File: src/rtl/mul_pkg.sv
// Shared constants and elaboration-time helpers for the pipelined Booth/Wallace multiplier.
package mul_pkg;

  localparam logic [1:0] MUL_OP_LO = 2'b00;
  localparam logic [1:0] MUL_OP_H  = 2'b01;
  localparam logic [1:0] MUL_OP_HU = 2'b10;

  localparam int MUL_STAGES        = 3;
  localparam int MUL_S1_CSA_LEVELS = 2;

  function automatic int mul_pp_count(input int width);
    return width / 2 + 1;
  endfunction

  // Rows left after applying `levels` rounds of 3:2 compression to n rows.
  function automatic int csa_rows(input int n, input int levels);
    int r;
    r = n;
    for (int l = 0; l < levels; l++) r = (r / 3) * 2 + r % 3;
    return r;
  endfunction

  function automatic int csa_depth(input int n);
    int r;
    int d;
    r = n;
    d = 0;
    while (r > 2) begin
      r = (r / 3) * 2 + r % 3;
      d++;
    end
    return d;
  endfunction

endpackage

File: src/rtl/mul_pipe_booth_pp_gen.sv
// Radix-4 Booth recoder: one unaligned 2*WIDTH-bit partial product per recoded digit of b_ext.
module booth_pp_gen
  import mul_pkg::*;
#(
  parameter int WIDTH = 32
) (
  input  logic [WIDTH+1:0]   a_ext,
  input  logic [WIDTH+1:0]   b_ext,
  output logic [2*WIDTH-1:0] pp [mul_pp_count(WIDTH)]
);

  localparam int NPP = mul_pp_count(WIDTH);
  localparam int PW  = 2 * WIDTH;

  logic [PW-1:0]    a_1x;
  logic [PW-1:0]    a_2x;
  logic [WIDTH+2:0] b_pad;

  assign a_1x  = {{(PW - WIDTH - 2){a_ext[WIDTH+1]}}, a_ext};
  assign a_2x  = a_1x << 1;
  assign b_pad = {b_ext, 1'b0};

  function automatic logic [PW-1:0] booth_sel(input logic [2:0] t, input logic [PW-1:0] x1,
                                              input logic [PW-1:0] x2);
    case (t)
      3'b001, 3'b010: booth_sel = x1;
      3'b011:         booth_sel = x2;
      3'b100:         booth_sel = -x2;
      3'b101, 3'b110: booth_sel = -x1;
      default:        booth_sel = '0;
    endcase
  endfunction

  for (genvar i = 0; i < NPP; i++) begin : g_pp
    assign pp[i] = booth_sel(b_pad[2*i+2 -: 3], a_1x, a_2x);
  end

endmodule

File: src/rtl/mul_pipe.sv
// Three-stage Booth/Wallace multiplier: S1 recode + 2 CSA levels, S2 remaining CSA levels,
// S3 carry-propagate add and half selection driving the outputs.
module mul_pipe
  import mul_pkg::*;
#(
  parameter int WIDTH = 32,
  parameter int TAG_W = 5
) (
  input  logic               mul_clk,
  input  logic               resetn,
  input  logic               flush,
  input  logic               in_valid,
  output logic               in_ready,
  input  logic [1:0]         in_op,
  input  logic [WIDTH-1:0]   in_a,
  input  logic [WIDTH-1:0]   in_b,
  input  logic [TAG_W-1:0]   in_tag,
  output logic               out_valid,
  input  logic               out_ready,
  output logic [WIDTH-1:0]   out_result,
  output logic [2*WIDTH-1:0] out_prod,
  output logic [TAG_W-1:0]   out_tag
);

  localparam int NPP     = mul_pp_count(WIDTH);
  localparam int PW      = 2 * WIDTH;
  localparam int S1_ROWS = csa_rows(NPP, MUL_S1_CSA_LEVELS);
  localparam int DEPTH   = csa_depth(NPP);

  // Handshake: a beat transfers on a rising edge where valid & ready are both high; valid and
  // payload never depend on ready, and a stage refills in the same cycle it drains.
  logic s1_valid;
  logic s2_valid;
  logic s1_adv;
  logic s2_adv;
  logic s3_adv;
  logic accept;

  assign s3_adv   = out_valid & out_ready;
  assign s2_adv   = s2_valid & (!out_valid | out_ready);
  assign s1_adv   = s1_valid & (!s2_valid | s2_adv);
  assign in_ready = !flush & (!s1_valid | s1_adv);
  assign accept   = in_valid & in_ready;

  // MUL also sign-extends: the low half is identical either way.
  logic             ext_signed;
  logic [WIDTH+1:0] a_ext;
  logic [WIDTH+1:0] b_ext;
  logic [PW-1:0]    pp [NPP];

  assign ext_signed = (in_op != MUL_OP_HU);
  assign a_ext      = {{2{ext_signed & in_a[WIDTH-1]}}, in_a};
  assign b_ext      = {{2{ext_signed & in_b[WIDTH-1]}}, in_b};

  booth_pp_gen #(.WIDTH(WIDTH)) u_pp (
    .a_ext (a_ext),
    .b_ext (b_ext),
    .pp    (pp)
  );

  logic [PW-1:0]    s1_rows [S1_ROWS];
  logic [1:0]       s1_op;
  logic [TAG_W-1:0] s1_tag;
  logic [PW-1:0]    s2_sum;
  logic [PW-1:0]    s2_carry;
  logic [1:0]       s2_op;
  logic [TAG_W-1:0] s2_tag;

  // Level 0 is the aligned partial products; each further level is one 3:2 CSA row.
  // The level right after the S1 boundary reads the registered rows instead of the comb ones.
  for (genvar l = 0; l <= DEPTH; l++) begin : g_lvl
    localparam int CNT = csa_rows(NPP, l);
    logic [PW-1:0] row [CNT];
    if (l == 0) begin : g_src
      for (genvar j = 0; j < NPP; j++) begin : g_align
        assign row[j] = pp[j] << (2 * j);
      end
    end else begin : g_csa
      localparam int PREV = csa_rows(NPP, l - 1);
      localparam int GRP  = PREV / 3;
      logic [PW-1:0] src [PREV];
      if (l == MUL_S1_CSA_LEVELS + 1) begin : g_from_reg
        assign src = s1_rows;
      end else begin : g_from_comb
        assign src = g_lvl[l-1].row;
      end
      for (genvar g = 0; g < GRP; g++) begin : g_fa
        assign row[2*g]   = src[3*g] ^ src[3*g+1] ^ src[3*g+2];
        assign row[2*g+1] = ((src[3*g] & src[3*g+1]) | (src[3*g] & src[3*g+2]) |
                             (src[3*g+1] & src[3*g+2])) << 1;
      end
      for (genvar k = 0; k < PREV % 3; k++) begin : g_pass
        assign row[2*GRP+k] = src[3*GRP+k];
      end
    end
  end

  logic [PW-1:0] prod_sum;
  logic          sel_hi;

  assign prod_sum = s2_sum + s2_carry;
  assign sel_hi   = (s2_op == MUL_OP_H) | (s2_op == MUL_OP_HU);

  always_ff @(posedge mul_clk or negedge resetn) begin
    if (!resetn) begin
      s1_valid  <= 1'b0;
      s2_valid  <= 1'b0;
      out_valid <= 1'b0;
    end else if (flush) begin
      s1_valid  <= 1'b0;
      s2_valid  <= 1'b0;
      out_valid <= 1'b0;
    end else begin
      s1_valid  <= accept | (s1_valid & !s1_adv);
      s2_valid  <= s1_adv | (s2_valid & !s2_adv);
      out_valid <= s2_adv | (out_valid & !s3_adv);
    end
  end

  // Data registers move only when their stage loads, so idle cycles do not toggle them.
  always_ff @(posedge mul_clk or negedge resetn) begin
    if (!resetn) begin
      for (int i = 0; i < S1_ROWS; i++) s1_rows[i] <= '0;
      s1_op      <= MUL_OP_LO;
      s1_tag     <= '0;
      s2_sum     <= '0;
      s2_carry   <= '0;
      s2_op      <= MUL_OP_LO;
      s2_tag     <= '0;
      out_prod   <= '0;
      out_result <= '0;
      out_tag    <= '0;
    end else begin
      if (accept) begin
        s1_rows <= g_lvl[MUL_S1_CSA_LEVELS].row;
        s1_op   <= in_op;
        s1_tag  <= in_tag;
      end
      if (s1_adv) begin
        s2_sum   <= g_lvl[DEPTH].row[0];
        s2_carry <= g_lvl[DEPTH].row[1];
        s2_op    <= s1_op;
        s2_tag   <= s1_tag;
      end
      if (s2_adv) begin
        out_prod   <= prod_sum;
        out_result <= sel_hi ? prod_sum[PW-1:WIDTH] : prod_sum[WIDTH-1:0];
        out_tag    <= s2_tag;
      end
    end
  end

endmodule

File: config.mk
export PLATFORM = sky130hd
export DESIGN_NAME = mul_pipe
export DESIGN_NICKNAME = d
export VERILOG_FILES = /design/src/rtl/mul_pkg.sv /design/src/rtl/mul_pipe_booth_pp_gen.sv /design/src/rtl/mul_pipe.sv
export SDC_FILE = /design/constraint.sdc
export NUM_CORES = 2
export LEC_CHECK = 0
export BUFFER_PORTS_ARGS = -buffer_cell sky130_fd_sc_hd__buf_2
export CORE_ASPECT_RATIO = 1.5
export CORE_MARGIN = 2
export CORE_UTILIZATION = 37
export DETAILED_ROUTE_END_ITERATION = 10
export PLACE_DENSITY = 0.53
export SLEW_MARGIN = 20
export SYNTH_ARGS = -nofsm -noshare
export SYNTH_HDL_FRONTEND = slang
export SYNTH_SLANG_ARGS = --single-unit
export TNS_END_PERCENT = 20
File: constraint.sdc
create_clock -name mul_clk -period 3.7 [get_ports mul_clk]
set_input_delay 0.37 -clock mul_clk [delete_from_list [all_inputs] [get_ports mul_clk]]
set_output_delay 0.37 -clock mul_clk [all_outputs]
set_load 0.02 [all_outputs]
==> results.cfg <==
[global_route]
grt_pass1_vias = 68109
top_usage_layer = met2
grt_use_total_pct = 42.1
met3_usage_pct = 9.38
met1_usage_pct = 52.2
grt_pass1_wl_um = 543000
grt_max_degree = 126
grt_remaining_overflow = 0
antenna_found_initial = 28
use_met2_pct = 64.1

[sta]
fin_skew_ns = 0.0636
setup_viol = 15
tightest_slew_ns = 1.20
slew_headroom_pct = 19.7
fin_ws_ns = -0.0816
final_hold_viol_count = 0
period_minus_slack_ns = 3.78
drv_slew = 0
rsz0062_at_grt = yes
period_share_pct = 102
fmax_mhz = 264

[die]
core_area_um2 = 179000
die_h_um = 524
num_io_pins = 179
fp-row-count = 190
die_x_um = 351
start_util_pct = 37.3
dieArea_um2 = 184000

[clock_network]
htree_levels = 3
clockBufferDepth = 3
cts_buffers = 76
cts_tree = done
cts.sinks = 626
path_clk_slew_ns = 0.06
clock-root-buffer = clkbuf_16
worstSkewPairLatency_ns = 0.73

[yosys]
yosys-top-cells-count = 1878 x nand2_1, 694 x clkbuf_1, 668 x o21ai_0
ys_seq_area_share_pct = 23.5
synth-async-reset-ratio_pct = 100
synthesis.area_um2 = 66700
synth_largest_area_cell = dfrtp_1
synth_top_area_share_pct = 23.5
yosys_warnings = 0
synth.most_common_cell = nand2_1
synth-main-ff-cell = dfrtp_1
synth_nets = 9179
synth_edf_count = 0
syn_area_per_cell_um2 = 8.03
synth_cell_types = 79
synth_cells = 8304
synthTopCellsByArea = dfrtp_1 23%, fa_1 20%, nand2_1 11%
synth_seq_cells = 626

[drt]
vias = 69646
post-route-drc-count = 0
routed_wl_um = 395000
drt_iter0_markers = 8738
vias_per_cell = 6.15
first_pass_iters = 9
ant_nets = 0
wl_per_cell_um = 34.9

[critical_path]
cp_cell_sequence = buf_8 -> clkinv_8 -> ha_4 -> nor3b_4 -> and3_4 -> nand3_4 -> nor4_4 -> buf_4 -> nand2_4 -> xor2_4 -> buf_6 -> buf_12 -> mux2_4 -> a221oi_2 -> a31oi_1 -> fa_2 -> fa_2 -> nand2_1 -> nand2_1
critical-path-max-stage-delay_ns = 0.61
cp.buffers_inverters = 5
endpoint = g_lvl[3].g_csa.src[486]
cp.depth = 19
arrival_ns = 4.34
r2r-start = s2_sum[9]
critPathCaptureType = flip-flop
start_kind = input pin
r2r_cells = 12
critPathTopFamily = simple AND/OR/NAND/NOR gates
crit_fanout = 7
cp_slowest_cell = fa_2
timing.rr.end = out_result[31]
worstPathRequired_ns = 4.25
startpoint = in_a[0]
critical_path_class = input pin to flip-flop
regToRegSetupSlack_ns = 0.15

[cells_and_area]
utilization_pct = 46.0
design_area_um2 = 82300
drive_gt1_share_pct = 20.5
area_growth_pct = 23.4
num-nets-final = 9727

[placed_design]
dp_hpwl_um = 306000
placed_area_um2 = 78200
pre_cts_ws_ns = -0.916
port_buffers = 178
routabilityCongestion = 1.03

[min_path]
min_path_type = input pin to flip-flop

[flow_run]
drv_cap = 0

[status]
status = finished, violations left
violations = negative setup slack

[power_and_ir_drop]
p_per_area_nw_per_um2 = 723
vdd_drop_max_v = 0.000623
leakage_uw = 0.0383
[worst min-delay path by stage]
| stage | start | end | slack (ns) | cells after the start |
|---|---|---|---|---|
| final | in_op[0] | s1_op[0] | 0.07 | 4 |
| after global routing | in_op[0] | s1_op[0] | 0.06 | 4 |
| after CTS | in_op[0] | s1_op[0] | 0.03 | 4 |
| after detailed placement | resetn | g_lvl[3].g_csa.src[464] | 0.41 | 1 |
| after global placement | resetn | g_lvl[3].g_csa.src[464] | 0.41 | 1 |
| after floorplan | resetn | g_lvl[3].g_csa.src[100] | 0.07 | 0 |
[metrics by stage]
stage | TNS (ns) | hold WS, ns | power, uW | std cells
after detailed placement | -207.91 | 0.407 | 50800 | 11126
after global routing | -2.30 | 0.0646 | 64000 | 11316
after floorplan | -43.22 | 0.0744 | 32900 | 8304
after CTS | -0.0908 | 0.0306 | 59400 | 11271
after global placement | -200.38 | 0.411 | 50200 | 11126
final | -0.450 | 0.0712 | 59500 | 11326
[report_power, final]
group          internal [uW]  switching [uW]
clock network           4820            3530
logic                  15700           23800
registers               9470            2110
total                  30000           29500
[layout by cell type, fill, tap and decap left out, types with 20 or more instances in the layout]
cell type | netlist | routed
o211ai_1 | 41 | 41
buf_2 | 12 | 160
o22ai_1 | 122 | 121
a221oi_1 | 241 | 226
a22oi_1 | 82 | 81
buf_4 | 0 | 908
ha_1 | 132 | 131
fa_1 | 667 | 616
xor2_1 | 131 | 119
a211oi_1 | 49 | 42
mux2_2 | 161 | 158
a21oi_1 | 545 | 502
a31oi_1 | 97 | 90
o41ai_1 | 34 | 34
and3_1 | 38 | 36
o21a_1 | 23 | 23
mux2i_1 | 100 | 99
o21ai_0 | 668 | 627
nor3_1 | 36 | 33
clkbuf_16 | 0 | 82
buf_6 | 0 | 20
fa_2 | 0 | 51
a21oi_2 | 0 | 41
o21ai_1 | 10 | 41
nor2_1 | 528 | 524
nand2_1 | 1878 | 1859
xnor2_1 | 217 | 201
o221ai_1 | 49 | 48
nand3_1 | 59 | 57
a221o_1 | 86 | 84
inv_1 | 515 | 512
buf_12 | 0 | 174
dfrtp_1 | 626 | 626
a21o_1 | 62 | 62
[layer usage]
| metal | vias to the layer above | part of all wire (%) |
|---|---|---|
| met2 | 4555 | 43 |
| met3 | 1352 | 9.5 |
| met4 | 26 | 9.4 |
| met5 | - | 0.046 |
| li1 | 29247 | - |
| met1 | 34466 | 38 |
[cell type report]
type	count	area (um2)
fillers	17866	96500
multi-input cells	6339	47200
flip-flops and latches	626	15700
repair buffers	1282	11600
well taps	2400	3000
clock buffers	102	2180
inverters	527	1990
clock inverters	35	507
diodes	15	37.5
[worst reg2reg max path, stage by stage (launching register included)]
cell	delay, ns
dfrtp_1	0.38
ha_1	0.31
a211oi_1	0.36
o21ai_0	0.20
nand4_1	0.21
a311oi_2	0.21
nor3_2	0.27
o21ai_0	0.14
buf_4	0.16
or4b_2	0.62
nand3_1	0.14
mux2i_1	0.32
o21ai_0	0.13
[registers in the layout, indices dropped and copies added, names as in the netlist, 2 cells and up]
signal,count
out_prod,64
g_lvl.g_csa.src,388
s2_tag,5
s2_sum,64
out_result,32
s2_carry,56
out_tag,5
s1_tag,5
s1_op,2
s2_op,2
[logic make-up (layout without fill, tap and decap cells)]
logic type | count (synthesis) | after routing | share of synthesized area, %
other cells | 0 | 15 | 0
compound gates | 2256 | 2256 | 21.6
xor+xnor | 350 | 350 | 4.62
mux | 261 | 261 | 4.22
flops | 626 | 626 | 23.5
buf+inv | 1339 | 1946 | 7.56
simple gates | 2673 | 2673 | 16.0
fa+ha+maj | 799 | 799 | 22.5
[repair_timing]
action	CTS	global route
setup buffers	0	37
hold buffers	8	0
pin swaps	0	76
gates cloned	0	6
gates resized for setup	14	195
hold endpoints to repair	58	0
setup endpoints to repair	39	202
Note: power is estimated with default switching activity, not from simulation.
